<file path="config.mk">
export PLATFORM = sky130hd
export DESIGN_NAME = rsa_operand_mac_flat
export DESIGN_NICKNAME = d
export VERILOG_FILES = /design/src/rtl/rsa_operand_mac_if.sv /design/src/rtl/rsa_operand_mac.sv /design/src/flat_wrapper.sv
export SDC_FILE = /design/constraint.sdc
export NUM_CORES = 2
export LEC_CHECK = 0
export ABC_AREA = 1
export CELL_PAD_IN_SITES_DETAIL_PLACEMENT = 1
export CELL_PAD_IN_SITES_GLOBAL_PLACEMENT = 1
export CORE_ASPECT_RATIO = 0.75
export CORE_MARGIN = 10
export CORE_UTILIZATION = 47
export DETAILED_ROUTE_END_ITERATION = 7
export MAX_ROUTING_LAYER = met4
export PLACE_DENSITY_LB_ADDON = 0.1
export SYNTH_ARGS = -nofsm -noshare
export SYNTH_HDL_FRONTEND = slang
export SYNTH_SLANG_ARGS = --single-unit
export TNS_END_PERCENT = 50
</file>
<file path="constraint.sdc">
create_clock -name clk -period 11.8 [get_ports clk]
set_clock_uncertainty 0.15 [all_clocks]
set_input_delay 3.54 -clock clk [delete_from_list [all_inputs] [get_ports clk]]
set_output_delay 3.54 -clock clk [all_outputs]
set_load 0.02 [all_outputs]
</file>
<file path="src/rtl/rsa_operand_mac_if.sv">
// rsa_operand_mac_if: start/busy/done handshake plus the two operand-memory
// read ports of the limb dot-product engine.
// Optional feature macro: RSA_MAC_ACCUM_EN adds the keep_acc request bit.
interface rsa_operand_mac_if #(
    parameter int WIDTH      = 32,
    parameter int ADDR_WIDTH = 7,
    parameter int ACC_WIDTH  = 2*WIDTH + ADDR_WIDTH + 1
);
    logic                  start;
    logic [ADDR_WIDTH-1:0] base_a;
    logic [ADDR_WIDTH-1:0] base_b;
    logic [ADDR_WIDTH:0]   len;
`ifdef RSA_MAC_ACCUM_EN
    logic                  keep_acc;
`endif
    logic [ADDR_WIDTH-1:0] addr_a;
    logic [ADDR_WIDTH-1:0] addr_b;
    logic [WIDTH-1:0]      data_a;
    logic [WIDTH-1:0]      data_b;
    logic [ACC_WIDTH-1:0]  acc;
    logic                  busy;
    logic                  done;

    // Engine side
    modport slave (
`ifdef RSA_MAC_ACCUM_EN
        input  keep_acc,
`endif
        input  start, base_a, base_b, len, data_a, data_b,
        output addr_a, addr_b, acc, busy, done
    );

    // Requester / memory side
    modport master (
`ifdef RSA_MAC_ACCUM_EN
        output keep_acc,
`endif
        output start, base_a, base_b, len, data_a, data_b,
        input  addr_a, addr_b, acc, busy, done
    );
endinterface

</file>
<file path="src/rtl/rsa_operand_mac.sv">
// rsa_operand_mac: streams len limb pairs from two synchronous-read operand
// memories and accumulates sum(a[i]*b[i]) in a wide accumulator.
// Pipeline: address -> read data -> registered product -> accumulate.
// Optional feature macro: RSA_MAC_ACCUM_EN (keep_acc continues the previous sum).
// ACC_WIDTH must not be smaller than its default, which covers the worst case
// of 2**ADDR_WIDTH all-ones limb pairs without overflow.
module rsa_operand_mac #(
    parameter int WIDTH      = 32,
    parameter int ADDR_WIDTH = 7,
    parameter int ACC_WIDTH  = 2*WIDTH + ADDR_WIDTH + 1
) (
    input  logic               clk,
    input  logic               reset,
    rsa_operand_mac_if.slave   bus
);
    typedef enum logic [1:0] {S_IDLE, S_RUN, S_DRAIN, S_DONE} state_t;

    state_t                  state_q, state_d;
    logic [ADDR_WIDTH-1:0]   base_a_q, base_b_q;
    logic [ADDR_WIDTH:0]     len_q;
    logic [ADDR_WIDTH:0]     cnt_q, cnt_d;
    logic [ADDR_WIDTH-1:0]   addr_a_q, addr_a_d;
    logic [ADDR_WIDTH-1:0]   addr_b_q, addr_b_d;
    logic                    v_addr_q, v_addr_d;
    logic                    v_data_q;
    logic                    v_prod_q;
    logic [2*WIDTH-1:0]      prod_q;
    logic [ACC_WIDTH-1:0]    acc_q;
    logic                    busy_q, done_q;
    logic                    accept;
    logic                    clear_acc;
    logic                    keep;

`ifdef RSA_MAC_ACCUM_EN
    assign keep = bus.keep_acc;
`else
    assign keep = 1'b0;
`endif

    // Next-state, address issue and start acceptance
    always_comb begin
        state_d   = state_q;
        cnt_d     = cnt_q;
        addr_a_d  = addr_a_q;
        addr_b_d  = addr_b_q;
        v_addr_d  = 1'b0;
        accept    = 1'b0;
        clear_acc = 1'b0;
        case (state_q)
            S_IDLE: begin
                if (bus.start) begin
                    accept    = 1'b1;
                    clear_acc = ~keep;
                    if (bus.len == '0) begin
                        state_d = S_DONE;
                    end else begin
                        // First pair is issued straight from the inputs so
                        // its address is already on the bus in cycle 1.
                        state_d  = S_RUN;
                        addr_a_d = bus.base_a;
                        addr_b_d = bus.base_b;
                        v_addr_d = 1'b1;
                        cnt_d    = {{ADDR_WIDTH{1'b0}}, 1'b1};
                    end
                end
            end
            S_RUN: begin
                if (cnt_q == len_q) begin
                    state_d = S_DRAIN;
                end else begin
                    addr_a_d = base_a_q + cnt_q[ADDR_WIDTH-1:0];
                    addr_b_d = base_b_q + cnt_q[ADDR_WIDTH-1:0];
                    v_addr_d = 1'b1;
                    cnt_d    = cnt_q + 1'b1;
                end
            end
            S_DRAIN: begin
                // The last product is folded in on the same edge we enter DONE.
                if (!v_addr_q && !v_data_q) begin
                    state_d = S_DONE;
                end
            end
            S_DONE: begin
                state_d = S_IDLE;
            end
            default: begin
                state_d = S_IDLE;
            end
        endcase
    end

    // State, datapath pipeline and accumulator registers
    always_ff @(posedge clk) begin
        if (reset) begin
            state_q  <= S_IDLE;
            base_a_q <= '0;
            base_b_q <= '0;
            len_q    <= '0;
            cnt_q    <= '0;
            addr_a_q <= '0;
            addr_b_q <= '0;
            v_addr_q <= 1'b0;
            v_data_q <= 1'b0;
            v_prod_q <= 1'b0;
            prod_q   <= '0;
            acc_q    <= '0;
            busy_q   <= 1'b0;
            done_q   <= 1'b0;
        end else begin
            state_q  <= state_d;
            cnt_q    <= cnt_d;
            addr_a_q <= addr_a_d;
            addr_b_q <= addr_b_d;
            v_addr_q <= v_addr_d;
            v_data_q <= v_addr_q;
            v_prod_q <= v_data_q;
            busy_q   <= (state_d == S_RUN) || (state_d == S_DRAIN);
            done_q   <= (state_d == S_DONE);
            if (accept) begin
                base_a_q <= bus.base_a;
                base_b_q <= bus.base_b;
                len_q    <= bus.len;
            end
            if (v_data_q) begin
                prod_q <= (2*WIDTH)'(bus.data_a) * (2*WIDTH)'(bus.data_b);
            end
            if (clear_acc) begin
                acc_q <= '0;
            end else if (v_prod_q) begin
                acc_q <= acc_q + ACC_WIDTH'(prod_q);
            end
        end
    end

    assign bus.addr_a = addr_a_q;
    assign bus.addr_b = addr_b_q;
    assign bus.acc    = acc_q;
    assign bus.busy   = busy_q;
    assign bus.done   = done_q;
endmodule
</file>
<file path="src/flat_wrapper.sv">
// flat-port wrapper written by rule: the top's interface ports become plain ports
module rsa_operand_mac_flat 
#(
    parameter int WIDTH      = 32,
    parameter int ADDR_WIDTH = 7,
    parameter int ACC_WIDTH  = 2*WIDTH + ADDR_WIDTH + 1
)
  (clk, reset, bus_start, bus_base_a, bus_base_b, bus_len, bus_data_a, bus_data_b, bus_addr_a, bus_addr_b, bus_acc, bus_busy, bus_done);
  rsa_operand_mac_if #(.WIDTH(WIDTH), .ADDR_WIDTH(ADDR_WIDTH), .ACC_WIDTH(ACC_WIDTH)) bus_i ();
  input  logic clk;
  input  logic reset;
  input wire logic [$bits(bus_i.start)-1:0] bus_start;
  input wire logic [$bits(bus_i.base_a)-1:0] bus_base_a;
  input wire logic [$bits(bus_i.base_b)-1:0] bus_base_b;
  input wire logic [$bits(bus_i.len)-1:0] bus_len;
  input wire logic [$bits(bus_i.data_a)-1:0] bus_data_a;
  input wire logic [$bits(bus_i.data_b)-1:0] bus_data_b;
  output wire logic [$bits(bus_i.addr_a)-1:0] bus_addr_a;
  output wire logic [$bits(bus_i.addr_b)-1:0] bus_addr_b;
  output wire logic [$bits(bus_i.acc)-1:0] bus_acc;
  output wire logic [$bits(bus_i.busy)-1:0] bus_busy;
  output wire logic [$bits(bus_i.done)-1:0] bus_done;
  assign bus_i.start = bus_start;
  assign bus_i.base_a = bus_base_a;
  assign bus_i.base_b = bus_base_b;
  assign bus_i.len = bus_len;
  assign bus_i.data_a = bus_data_a;
  assign bus_i.data_b = bus_data_b;
  assign bus_addr_a = bus_i.addr_a;
  assign bus_addr_b = bus_i.addr_b;
  assign bus_acc = bus_i.acc;
  assign bus_busy = bus_i.busy;
  assign bus_done = bus_i.done;
  rsa_operand_mac #(.WIDTH(WIDTH), .ADDR_WIDTH(ADDR_WIDTH), .ACC_WIDTH(ACC_WIDTH)) u_core (.clk(clk), .reset(reset), .bus(bus_i));
endmodule
</file>
==> results.txt <==
post-CTS resize count = 0
sequential-to-total area share from yosys stat = 7.62%
Global Route met3 Usage = 3.74%
Vias = 44223
Detail Route Antenna Nets = 0
total wire length = 174000 microns
startpoint type of the worst setup path = primary input
fmax = 0.0910 GHz
RSZ-0062 raised after global routing = no
synth top area cells = fa_1 37%, nand2_1 16%, inv_1 15%, ha_1 8.7%, dfxtp_1 7.6%
Row Count = 102
largest net degree at the start of global routing = 91
Worst Setup End Kind = flop
Synth top area share = 36.6%
hold_buf cts = 0
min-delay worst type = reg -> reg
fraction of final layout cells sized beyond drive strength 1 = 3.95%
clock transition at the registers of the reported paths = 80 ps
# H-tree levels = 4
# port buffers = 176
multi-input logic area = 0.0368 sq mm
Sequential Area = 0.00375 sq mm
status = complete, no violations
clock sinks = 187
routing usage on met2 = 48.6%
Net Count, Synth = 8442
CP max FO = 9
hpwl dp = 151000 microns
routability cong. = 0.972
syn avg cell area = 6.91 sq um
Setup WS pre-CTS = 323 ps
Ys Warns = 0
vias per cell = 5.13
root buffer cell = clkbuf_16
DRC Markers = 0
initial antenna violation count = 1
area grow syn2layout = 8.84%
number of flops mapped to enable cells by yosys = 0
Post-synth ARST share = 0%
TritonCTS buffer count = 17
most frequent cells in the layout = 2071 x nand2_1, 2029 x inv_1, 899 x fa_1
first-pass GRT wire length = 279000 microns
Slew Viols, Final = 0
Yosys cell types = 43
final setup fails = 0
GRT Total Usage = 30.8%
die height = 300 microns
FILL cells = 13642
Max Cap Viol = 0
Max Buffers Root-to-Sink = 2
ys flop type = dfxtp_1
CTS tree = done
Synth Cell Area = 0.0491 sq mm
gr busiest metal = met2
die area = 0.118 sq mm
Crit Path Category = in -> reg
Setup TNS = 0 ps
Syn Inst Count = 7113
Layout Nets = 8529
Initial Utilization = 47.5%
crit path DAT = 11250 ps
Die Width = 393 microns
GR Util met1 = 42.8%
Core Box Area = 0.104 sq mm
fin crit share = 93.1%
drt first pass iters = 5
Min Clock Period, post-route = 10990 ps
cell taking the most area after synthesis = fa_1
io pins = 177
CP required = 12060 ps
Final WS setup = 810 ps
DR WL/cell = 20.2 microns
initial DRC count = 3056
Clock Latency Late Sink = 510 ps
flops & latches, synth = 187
setup repair bufs after CTS = 0
number of global-route vias before repair = 48722
commonest non-fill, non-tap cell in the layout = nand2_1
Slew headroom = 32.6%
Remaining Overflow, GRT = 0
hold depth = 2
Worst Tran Pin Value = 1010 ps
Hold Fails Final Rpt = 0
R2R depth = 10
[worst max-delay path, stage by stage]
cell and delay [ps]:
clkdlybuf4s50_1 960, nand2_1 170, fa_1 560, inv_1 50, fa_1 470, inv_1 70, fa_1 550, inv_1 60
fa_1 520, inv_1 70, fa_1 560, inv_1 60, fa_1 470, fa_1 530, fa_1 450, ha_1 420
nand2_1 140, nor2_1 250, nand2_1 170, inv_1 200, nand3_1 180, nand3_1 270, nand2_1 210, nand3_1 130
nand3_1 80, nand2_1 60, inv_1 40
[area by class of cell]
type	instances	area share (%)
antenna	1	0.00468
timing repair buffer	319	5.57
clock buffer	17	0.795
multi-input combinational	4633	68.7
sequential	187	7.01
inverter	2042	14.3
clock inverter	15	0.283
tap	1404	3.28
[cells by family after synthesis]
family | Yosys count | share of synthesized area (%)
and+or+nand+nor | 2921 | 23.8
buffers and inverters | 2293 | 17.6
adders and majority gates | 1240 | 45.3
AOI/OAI and AO/OA | 394 | 4.31
DFF | 187 | 7.62
xor gates and xnor gates | 78 | 1.39
[stage by stage]
step | area (sq um) | hold WS [ps] | instances | util (%)
2_1_floorplan | 49100 | 260 | 7113 | -
3_3_place_gp | 52900 | 264 | 8585 | 51.1
3_5_place_dp | 52900 | 271 | 8585 | 51.1
4_1_cts | 53500 | 294 | 8617 | 51.7
5_1_grt | 53500 | 311 | 8617 | 51.7
6_report | 53500 | 289 | 8618 | 51.7
[synthesized netlist by cell type (9+ instances only)]
library cell and count:
ha_1 341, o21ai_1 10, nor2_1 516, nor3_2 9
inv_2 12, nor3_1 17, xnor2_1 28, nand4_1 20
o21bai_1 21, dfxtp_1 187, fa_1 899, clkbuf_1 233
nand3_2 13, a31oi_1 13, nor2_2 22, xor2_1 50
a21oi_1 167, o211ai_1 10, nand2_1 2071, nand3_1 186
nand2_2 35, inv_1 2029, o21ai_0 154
[routing by layer]
| metal | vias to the layer above | part of all wire (%) |
|---|---|---|
| met5 | - | 0 |
| met4 | 0 | 2.1 |
| met3 | 222 | 5.9 |
| met2 | 1204 | 45 |
| met1 | 22400 | 47 |
| li1 | 20397 | - |
[flip-flops by register name (all words and copies together), names as in the netlist, 2 cells and up]
signal / count
u_core.bus.acc: 72
u_core.len_q: 8
u_core.bus.addr_b: 7
u_core.prod_q: 64
u_core.state_q: 2
u_core.base_a_q: 7
u_core.cnt_q: 8
u_core.base_b_q: 7
u_core.bus.addr_a: 7
[worst paths after layout]
check | slack, ps | from | to
setup reg to reg | 8350 | u_core.state_q[0] | u_core.bus.acc[56]
hold reg to reg | 290 | u_core.v_addr_q | u_core.v_data_q
setup / recovery | 810 | bus_data_a[13] | u_core.prod_q[61]
hold / removal | 290 | u_core.v_addr_q | u_core.v_data_q
Power is left out: the tool's default activity adds up to more than one toggle a clock period on the data nets, which glitch-free logic cannot reach.
